--- config.mk ---
export PLATFORM = sky130hd
export DESIGN_NAME = mul_seq_flat
export DESIGN_NICKNAME = d
export VERILOG_FILES = /design/src/rtl/mul_seq_if.sv /design/src/rtl/mul_seq.sv /design/src/flat_wrapper.sv
export SDC_FILE = /design/constraint.sdc
export NUM_CORES = 1
export LEC_CHECK = 0
export ABC_AREA = 1
export CAP_MARGIN = 10
export CORE_MARGIN = 3
export CORE_UTILIZATION = 42
export CTS_BUF_LIST = sky130_fd_sc_hd__clkbuf_8
export CTS_CLUSTER_DIAMETER = 40
export CTS_CLUSTER_SIZE = 10
export DETAILED_ROUTE_END_ITERATION = 7
export PLACE_DENSITY = 0.82
export SYNTH_ARGS = -nofsm -noshare
export SYNTH_HDL_FRONTEND = slang
export SYNTH_SLANG_ARGS = --single-unit
--- constraint.sdc ---
create_clock -name clk -period 2 [get_ports clk]
set_input_delay 0.6 -clock clk [delete_from_list [all_inputs] [get_ports clk]]
set_output_delay 0.6 -clock clk [all_outputs]
set_load 0.03 [all_outputs]
--- src/rtl/mul_seq_if.sv ---
// Caller-side handshake bundle for the sequential multiplier.
// The caller holds the master modport; the multiplier holds the slave.
interface mul_seq_if;
    logic        start;
    logic [7:0]  op_a;
    logic [7:0]  op_b;
    logic        busy;
    logic        done;
    logic [15:0] product;

    modport master (
        output start, op_a, op_b,
        input  busy, done, product
    );

    modport slave (
        input  start, op_a, op_b,
        output busy, done, product
    );
endinterface

--- src/rtl/mul_seq.sv ---
// Unsigned 8x8->16 shift-and-add multiplier that borrows the CPU ALU.
// One iteration = ADD, rotate hi through carry, rotate lo through carry.
module mul_seq #(
    parameter bit SAVE_FLAGS = 1'b1
) (
    input  logic       clk,
    input  logic       rst_n,
    mul_seq_if.slave   bus,
    output logic       alu_req,
    input  logic       alu_gnt,
    output logic [1:0] alu_op_type,
    output logic [1:0] alu_arith_sel,
    output logic [1:0] alu_logic_sel,
    output logic [3:0] alu_shift_sel,
    output logic [7:0] alu_operand1,
    output logic [7:0] alu_operand2,
    input  logic [7:0] alu_result,
    input  logic       alu_flag_z,
    input  logic       alu_flag_c,
    input  logic       alu_flag_n,
    input  logic       alu_flag_v,
    output logic [3:0] alu_flag_din,
    output logic       alu_flag_wr
);

    localparam logic [1:0] ALU_MOVE  = 2'b00;
    localparam logic [1:0] ALU_ARITH = 2'b01;
    localparam logic [1:0] ALU_SHIFT = 2'b11;
    localparam logic [1:0] SHIFT_ROR = 2'b01;
    localparam int Z_FLAG = 3;
    localparam int C_FLAG = 2;
    localparam int N_FLAG = 1;
    localparam int V_FLAG = 0;

    typedef enum logic [2:0] {
        S_IDLE,
        S_REQ,
        S_ADD,
        S_RRC_HI,
        S_RRC_LO,
        S_RESTORE,
        S_DONE
    } state_t;

    state_t     state_q, state_d;
    logic [7:0] hi_q, hi_d;
    logic [7:0] lo_q, lo_d;
    logic [7:0] mcand_q, mcand_d;
    logic [2:0] cnt_q, cnt_d;
    logic [3:0] sflags_q, sflags_d;
    logic       busy_q, busy_d;
    logic       done_q, done_d;
    logic       req_q, req_d;
    logic [3:0] flags_in;

    always_comb begin
        flags_in         = 4'b0;
        flags_in[Z_FLAG] = alu_flag_z;
        flags_in[C_FLAG] = alu_flag_c;
        flags_in[N_FLAG] = alu_flag_n;
        flags_in[V_FLAG] = alu_flag_v;
    end

    always_comb begin
        state_d  = state_q;
        hi_d     = hi_q;
        lo_d     = lo_q;
        mcand_d  = mcand_q;
        cnt_d    = cnt_q;
        sflags_d = sflags_q;
        unique case (state_q)
            S_IDLE: begin
                if (bus.start) begin
                    mcand_d = bus.op_a;
                    lo_d    = bus.op_b;
                    hi_d    = 8'h00;
                    cnt_d   = 3'd0;
                    state_d = S_REQ;
                end
            end
            S_REQ: begin
                if (alu_gnt) begin
                    sflags_d = flags_in;
                    state_d  = S_ADD;
                end
            end
            S_ADD: begin
                hi_d    = alu_result;
                state_d = S_RRC_HI;
            end
            S_RRC_HI: begin
                hi_d    = alu_result;
                state_d = S_RRC_LO;
            end
            S_RRC_LO: begin
                lo_d  = alu_result;
                cnt_d = cnt_q + 3'd1;
                if (cnt_q == 3'd7)
                    state_d = SAVE_FLAGS ? S_RESTORE : S_DONE;
                else
                    state_d = S_ADD;
            end
            S_RESTORE: state_d = S_DONE;
            S_DONE:    state_d = S_IDLE;
            default:   state_d = S_IDLE;
        endcase
        busy_d = (state_d != S_IDLE);
        done_d = (state_d == S_DONE);
        req_d  = (state_d inside {S_REQ, S_ADD, S_RRC_HI,
                                  S_RRC_LO, S_RESTORE});
    end

    // ALU is driven only while we own it; otherwise MOVE keeps flags intact.
    always_comb begin
        alu_op_type   = ALU_MOVE;
        alu_arith_sel = 2'b00;
        alu_logic_sel = 2'b00;
        alu_shift_sel = 4'b0000;
        alu_operand1  = 8'h00;
        alu_operand2  = 8'h00;
        alu_flag_din  = 4'b0000;
        alu_flag_wr   = 1'b0;
        unique case (state_q)
            S_ADD: begin
                alu_op_type  = ALU_ARITH;
                alu_operand1 = hi_q;
                alu_operand2 = lo_q[0] ? mcand_q : 8'h00;
            end
            S_RRC_HI: begin
                alu_op_type   = ALU_SHIFT;
                alu_shift_sel = {1'b0, 1'b1, SHIFT_ROR};
                alu_operand1  = hi_q;
            end
            S_RRC_LO: begin
                alu_op_type   = ALU_SHIFT;
                alu_shift_sel = {1'b0, 1'b1, SHIFT_ROR};
                alu_operand1  = lo_q;
            end
            S_RESTORE: begin
                alu_flag_wr  = 1'b1;
                alu_flag_din = sflags_q;
            end
            default: ;
        endcase
    end

    always_ff @(posedge clk) begin
        if (!rst_n) begin
            state_q  <= S_IDLE;
            hi_q     <= 8'h00;
            lo_q     <= 8'h00;
            mcand_q  <= 8'h00;
            cnt_q    <= 3'd0;
            sflags_q <= 4'b0000;
            busy_q   <= 1'b0;
            done_q   <= 1'b0;
            req_q    <= 1'b0;
        end else begin
            state_q  <= state_d;
            hi_q     <= hi_d;
            lo_q     <= lo_d;
            mcand_q  <= mcand_d;
            cnt_q    <= cnt_d;
            sflags_q <= sflags_d;
            busy_q   <= busy_d;
            done_q   <= done_d;
            req_q    <= req_d;
        end
    end

    assign bus.busy    = busy_q;
    assign bus.done    = done_q;
    assign bus.product = {hi_q, lo_q};
    assign alu_req     = req_q;

endmodule

--- src/flat_wrapper.sv ---
// flat-port wrapper written by rule: the top's interface ports become plain ports
module mul_seq_flat 
#(
    parameter bit SAVE_FLAGS = 1'b1
)
  (clk, rst_n, alu_req, alu_gnt, alu_op_type, alu_arith_sel, alu_logic_sel, alu_shift_sel, alu_operand1, alu_operand2, alu_result, alu_flag_z, alu_flag_c, alu_flag_n, alu_flag_v, alu_flag_din, alu_flag_wr, bus_start, bus_op_a, bus_op_b, bus_busy, bus_done, bus_product);
  mul_seq_if bus_i ();
  input  logic clk;
  input  logic rst_n;
  output logic alu_req;
  input  logic alu_gnt;
  output logic [1:0] alu_op_type;
  output logic [1:0] alu_arith_sel;
  output logic [1:0] alu_logic_sel;
  output logic [3:0] alu_shift_sel;
  output logic [7:0] alu_operand1;
  output logic [7:0] alu_operand2;
  input  logic [7:0] alu_result;
  input  logic alu_flag_z;
  input  logic alu_flag_c;
  input  logic alu_flag_n;
  input  logic alu_flag_v;
  output logic [3:0] alu_flag_din;
  output logic alu_flag_wr;
  input wire logic [$bits(bus_i.start)-1:0] bus_start;
  input wire logic [$bits(bus_i.op_a)-1:0] bus_op_a;
  input wire logic [$bits(bus_i.op_b)-1:0] bus_op_b;
  output wire logic [$bits(bus_i.busy)-1:0] bus_busy;
  output wire logic [$bits(bus_i.done)-1:0] bus_done;
  output wire logic [$bits(bus_i.product)-1:0] bus_product;
  assign bus_i.start = bus_start;
  assign bus_i.op_a = bus_op_a;
  assign bus_i.op_b = bus_op_b;
  assign bus_busy = bus_i.busy;
  assign bus_done = bus_i.done;
  assign bus_product = bus_i.product;
  mul_seq #(.SAVE_FLAGS(SAVE_FLAGS)) u_core (.clk(clk), .rst_n(rst_n), .bus(bus_i), .alu_req(alu_req), .alu_gnt(alu_gnt), .alu_op_type(alu_op_type), .alu_arith_sel(alu_arith_sel), .alu_logic_sel(alu_logic_sel), .alu_shift_sel(alu_shift_sel), .alu_operand1(alu_operand1), .alu_operand2(alu_operand2), .alu_result(alu_result), .alu_flag_z(alu_flag_z), .alu_flag_c(alu_flag_c), .alu_flag_n(alu_flag_n), .alu_flag_v(alu_flag_v), .alu_flag_din(alu_flag_din), .alu_flag_wr(alu_flag_wr));
endmodule
==> results.txt <==
The proportion of layout cells with a drive suffix above 1 is 22.9%. In the synthesized netlist, mux cells make up 0% of the area. The startpoint identified for the worst register-to-register timing path is u_core.state_q[0]$_SDFF_PN0_. The area share of the leading cell type in the synthesized netlist came out at a little over two fifths.

The number of clock buffers added by TritonCTS is 5. The wire length of the first global-routing pass is 8350 microns. In the synthesized netlist the dominant register cell turns out to be sky130_fd_sc_hd__dfxtp_1. The area of the mapped netlist is 1710 sq um. After layout, the worst path uses a little over nine tenths of the clock period. The total power density per cell area is 700 nW/um^2.

The overall via count from detail_route is roughly 1900. The worst clock skew came out at 5.62 ps. The data arrival time of the worst path came out at 1380 ps. The routed wire length is between 5000 and 6000 microns. Max-cap violations in this run came to 0. The total of fill cells in the finished design came out at 318. The net count reported at finish is 361. The overall die height is 69.7 microns. The critical path is of the reg2out type. The cell accounting for the most synthesized area is sky130_fd_sc_hd__dfxtp_1. The sequential area share after synthesis is 43.4%. Static timing analysis puts the maximum clock frequency at 506 MHz. The final-layout worst hold slack is 461 ps. After Yosys synthesis, XOR and XNOR cells account for 0% of the synthesized area. In the final layout, flip-flops and latches occupy roughly 750 sq um.

The run finished with clean final reports. The dominant delay contributor by cell family on the critical path is buffers and inverters. The die covers roughly 5000 sq um. The reg2reg setup slack came out at 250 ps.

The final critical delay including setup and external delays came out at just under 2000 ps. STA classifies the critical path startpoint as a flip-flop. The standard-cell row count came out at 22.

Across every metal layer, demand over resource in global routing totals 21.2%. Setup repair after global routing could not meet its margin everywhere. The detailed-route wire length per cell is about 13 microns. The core utilization of the finished layout is a little under three quarters.

Input and output buffers added on the ports amount to 75. Setup violations remaining at the end of the flow were counted as 0. The I/O pin count is 82. The post-layout worst setup margin came out at 23.8 ps. By area, the combinational part of the netlist is dominated by simple AND/OR/NAND/NOR gates. The cell count after synthesis came out at approximately 240. The clock insertion delay at the later pin of the skew report came out at 290 ps. The number of antenna violations at the first check in global routing came out at 0. Dividing the detail-routed via count by the number of cells gives 4.94. The fraction of registers with async set or reset after synthesis is 0%. The distinct cell type count of the synthesized netlist is 22. The top fanout value on the critical path is 3.

The number of antenna cells inserted came out at 0. The tree is rooted in a sky130_fd_sc_hd__clkbuf_8. The count of hold-fix buffers inserted at cts came out at 0. The path with the worst hold slack has its endpoint at u_core.sflags_q[1]$_SDFFE_PN0P_.

The area growth from synthesis to layout is 59.0%. The simple logic cell fraction of the synthesized area is roughly a quarter. The top cell types in the final layout, fill and taps aside, are sky130_fd_sc_hd__clkdlybuf4s50_1, sky130_fd_sc_hd__nand2_1, sky130_fd_sc_hd__nor2_1. The static leakage is ~1.2 nW. The count of flip-flops with a built-in enable after synthesis is 0. The starting DRC count in detailed routing is 135. At the worst endpoint, the required time is 1400 ps. The maximum clock path buffer count came out at 2.

The aggregate global routing overflow is 0. TritonCTS built the clock tree. The worst hold path begins at u_core.sflags_q[1]$_SDFFE_PN0P_. The tree built by TritonCTS fans out to 37 sinks. The library cell used most frequently in the layout, excluding fill and tap cells, is sky130_fd_sc_hd__clkdlybuf4s50_1. The pin count of the biggest net entering global routing is 20. The adder-cell share of the synthesized area is under 10%. The final weighted congestion in routability-driven placement is about 0.75. The worst register-to-register path ends at u_core.lo_q[2]$_SDFFE_PN0P_. In this run, synthesis produced a sequential element count of 37. The multi-input combinational cell area came out at 810 sq um.

The total cell area at the placement stage came out at 2460 sq um. The number of detailed-route iterations in the first pass came out at 4. The share of the synthesized area in compound gates (AO/OA/AOI/OAI) is 15.8%. The number of antenna-violating nets in the routed design came out at 0. The cell depth of the worst hold path is 2.

The via count of the first global-routing pass came out at ~1900. The design draws between 1.5 and 2 mW. After detailed routing, the number of remaining DRC violations is 0. The number of H-tree levels is 2. The number of buffers and inverters on the critical path is 1. The design area is 2710 sq um. The number of cells on the worst reg-to-reg path is 11. The horizontal extent of the die is 69.7 microns. The initial cell density of the core is 44.9%. The pre-CTS setup slack came out at about 73 ps. The count of synthesis-stage warnings from yosys came out at 0. The total count of max-transition violations in the final report came out at 0.

The HPWL after detailed placement is between 3000 and 4000 microns. Clock-pin slew was measured on the worst setup and hold paths at 70 ps. The path category of the worst min-delay check is reg2reg. The peak supply drop came out at 0.398 mV. The signal on the critical path passes through clkdlybuf4s50_1.

The slowest stage of the critical path is the sky130_fd_sc_hd__clkdlybuf4s50_1 cell. Ranked by total cell area, the synthesized netlist is headed by sky130_fd_sc_hd__dfxtp_1, sky130_fd_sc_hd__nand2_1, sky130_fd_sc_hd__nor2_1. STA classifies the critical path endpoint as an output pin. In this design, the stage delay of the slowest critical-path cell is 700 ps. The placeable core area came out at roughly 3800 sq um. The mean area per synthesized cell is just over 7 sq um. The final hold violation count is 0.
-- metrics by stage --
| stage | TNS [ps] | std cells |
|---|---|---|
| floorplan | -40.2 | 244 |
| global placement | 0 | 360 |
| detailed placement | 0 | 360 |
| CTS | 0 | 375 |
| global route | -152 | 376 |
| finish | 0 | 376 |
-- layer usage --
metal / wire length (microns) / track usage, % / share of wire (%) / up-vias
met5: 0 / 0 / 0 / -
met2: 2450 / 34.5 / 48 / 85
li1: - / - / - / 932
met3: 390 / 6.81 / 7.7 / 14
met4: 143 / 9.79 / 2.8 / 0
met1: 2080 / 25.2 / 41 / 827
-- cell families after synthesis --
kind of cell,count (synthesis)
flip-flops,37
AND/OR/NAND/NOR,108
buffers and inverters,44
other,1
AO/OA/AOI/OAI,47
adder cells (fa/ha/maj),2
-- final cells by class --
cell class,count,share of cell area (%)
Inverter,25,3.83
Multi-Input combinational cell,163,29.9
Clock inverter,1,0.185
Timing Repair Buffer,94,32.7
Clock buffer,7,3.55
Sequential cell,37,27.5
Tap cell,48,2.22
Timing Repair inverter,1,0.138
-- where the power goes --
group	internal, mW	leakage, nW	total, mW	switching [mW]
Clock	0.311	0.0542	0.580	0.268
Combinational	0.211	0.891	0.485	0.274
Sequential	0.796	0.304	0.834	0.0375
-- repair_timing --
item	in CTS	in global routing
buffers inserted	6	1
hold endpoints to repair	0	0
cloned	1	0
endpoints found under the setup margin	20	19
pin swaps	1	1
gates resized for setup	10	26
-- cell usage after synthesis (4+ instances only) --
| library cell | count |
|---|---|
| sky130_fd_sc_hd__nor2_1 | 42 |
| sky130_fd_sc_hd__a21oi_1 | 15 |
| sky130_fd_sc_hd__nand2_1 | 43 |
| sky130_fd_sc_hd__nand3_1 | 17 |
| sky130_fd_sc_hd__o21ai_0 | 19 |
| sky130_fd_sc_hd__inv_2 | 5 |
| sky130_fd_sc_hd__a32o_1 | 5 |
| sky130_fd_sc_hd__buf_4 | 7 |
| sky130_fd_sc_hd__clkbuf_1 | 5 |
| sky130_fd_sc_hd__a31oi_1 | 5 |
| sky130_fd_sc_hd__buf_2 | 4 |
| sky130_fd_sc_hd__dfxtp_1 | 37 |
| sky130_fd_sc_hd__inv_1 | 20 |
-- state kept, by name, summed over array words and instances (netlist names) --
| name | flops |
|---|---|
| u_core.alu_req | 1 |
| u_core.bus.busy | 1 |
| u_core.bus.done | 1 |
| u_core.cnt_q | 3 |
| u_core.hi_q | 8 |
| u_core.lo_q | 8 |
| u_core.mcand_q | 8 |
| u_core.sflags_q | 4 |
| u_core.state_q | 3 |
-- worst max-delay path by stage --
stage	start	cells past startpoint	endpoint	slack, ps
floorplan	u_core.state_q[1]$_SDFF_PN0_	4	alu_operand1[0]	-10
global placement	u_core.state_q[0]$_SDFF_PN0_	5	alu_flag_wr	110
detailed placement	u_core.state_q[0]$_SDFF_PN0_	6	alu_operand1[7]	70
CTS	u_core.state_q[0]$_SDFF_PN0_	6	alu_operand1[7]	5
global route	u_core.state_q[0]$_SDFF_PN0_	7	alu_operand1[2]	-40
finish	u_core.hi_q[5]$_SDFFE_PN0P_	1	bus_product[13]	20
(Power assumes the default switching activity.)
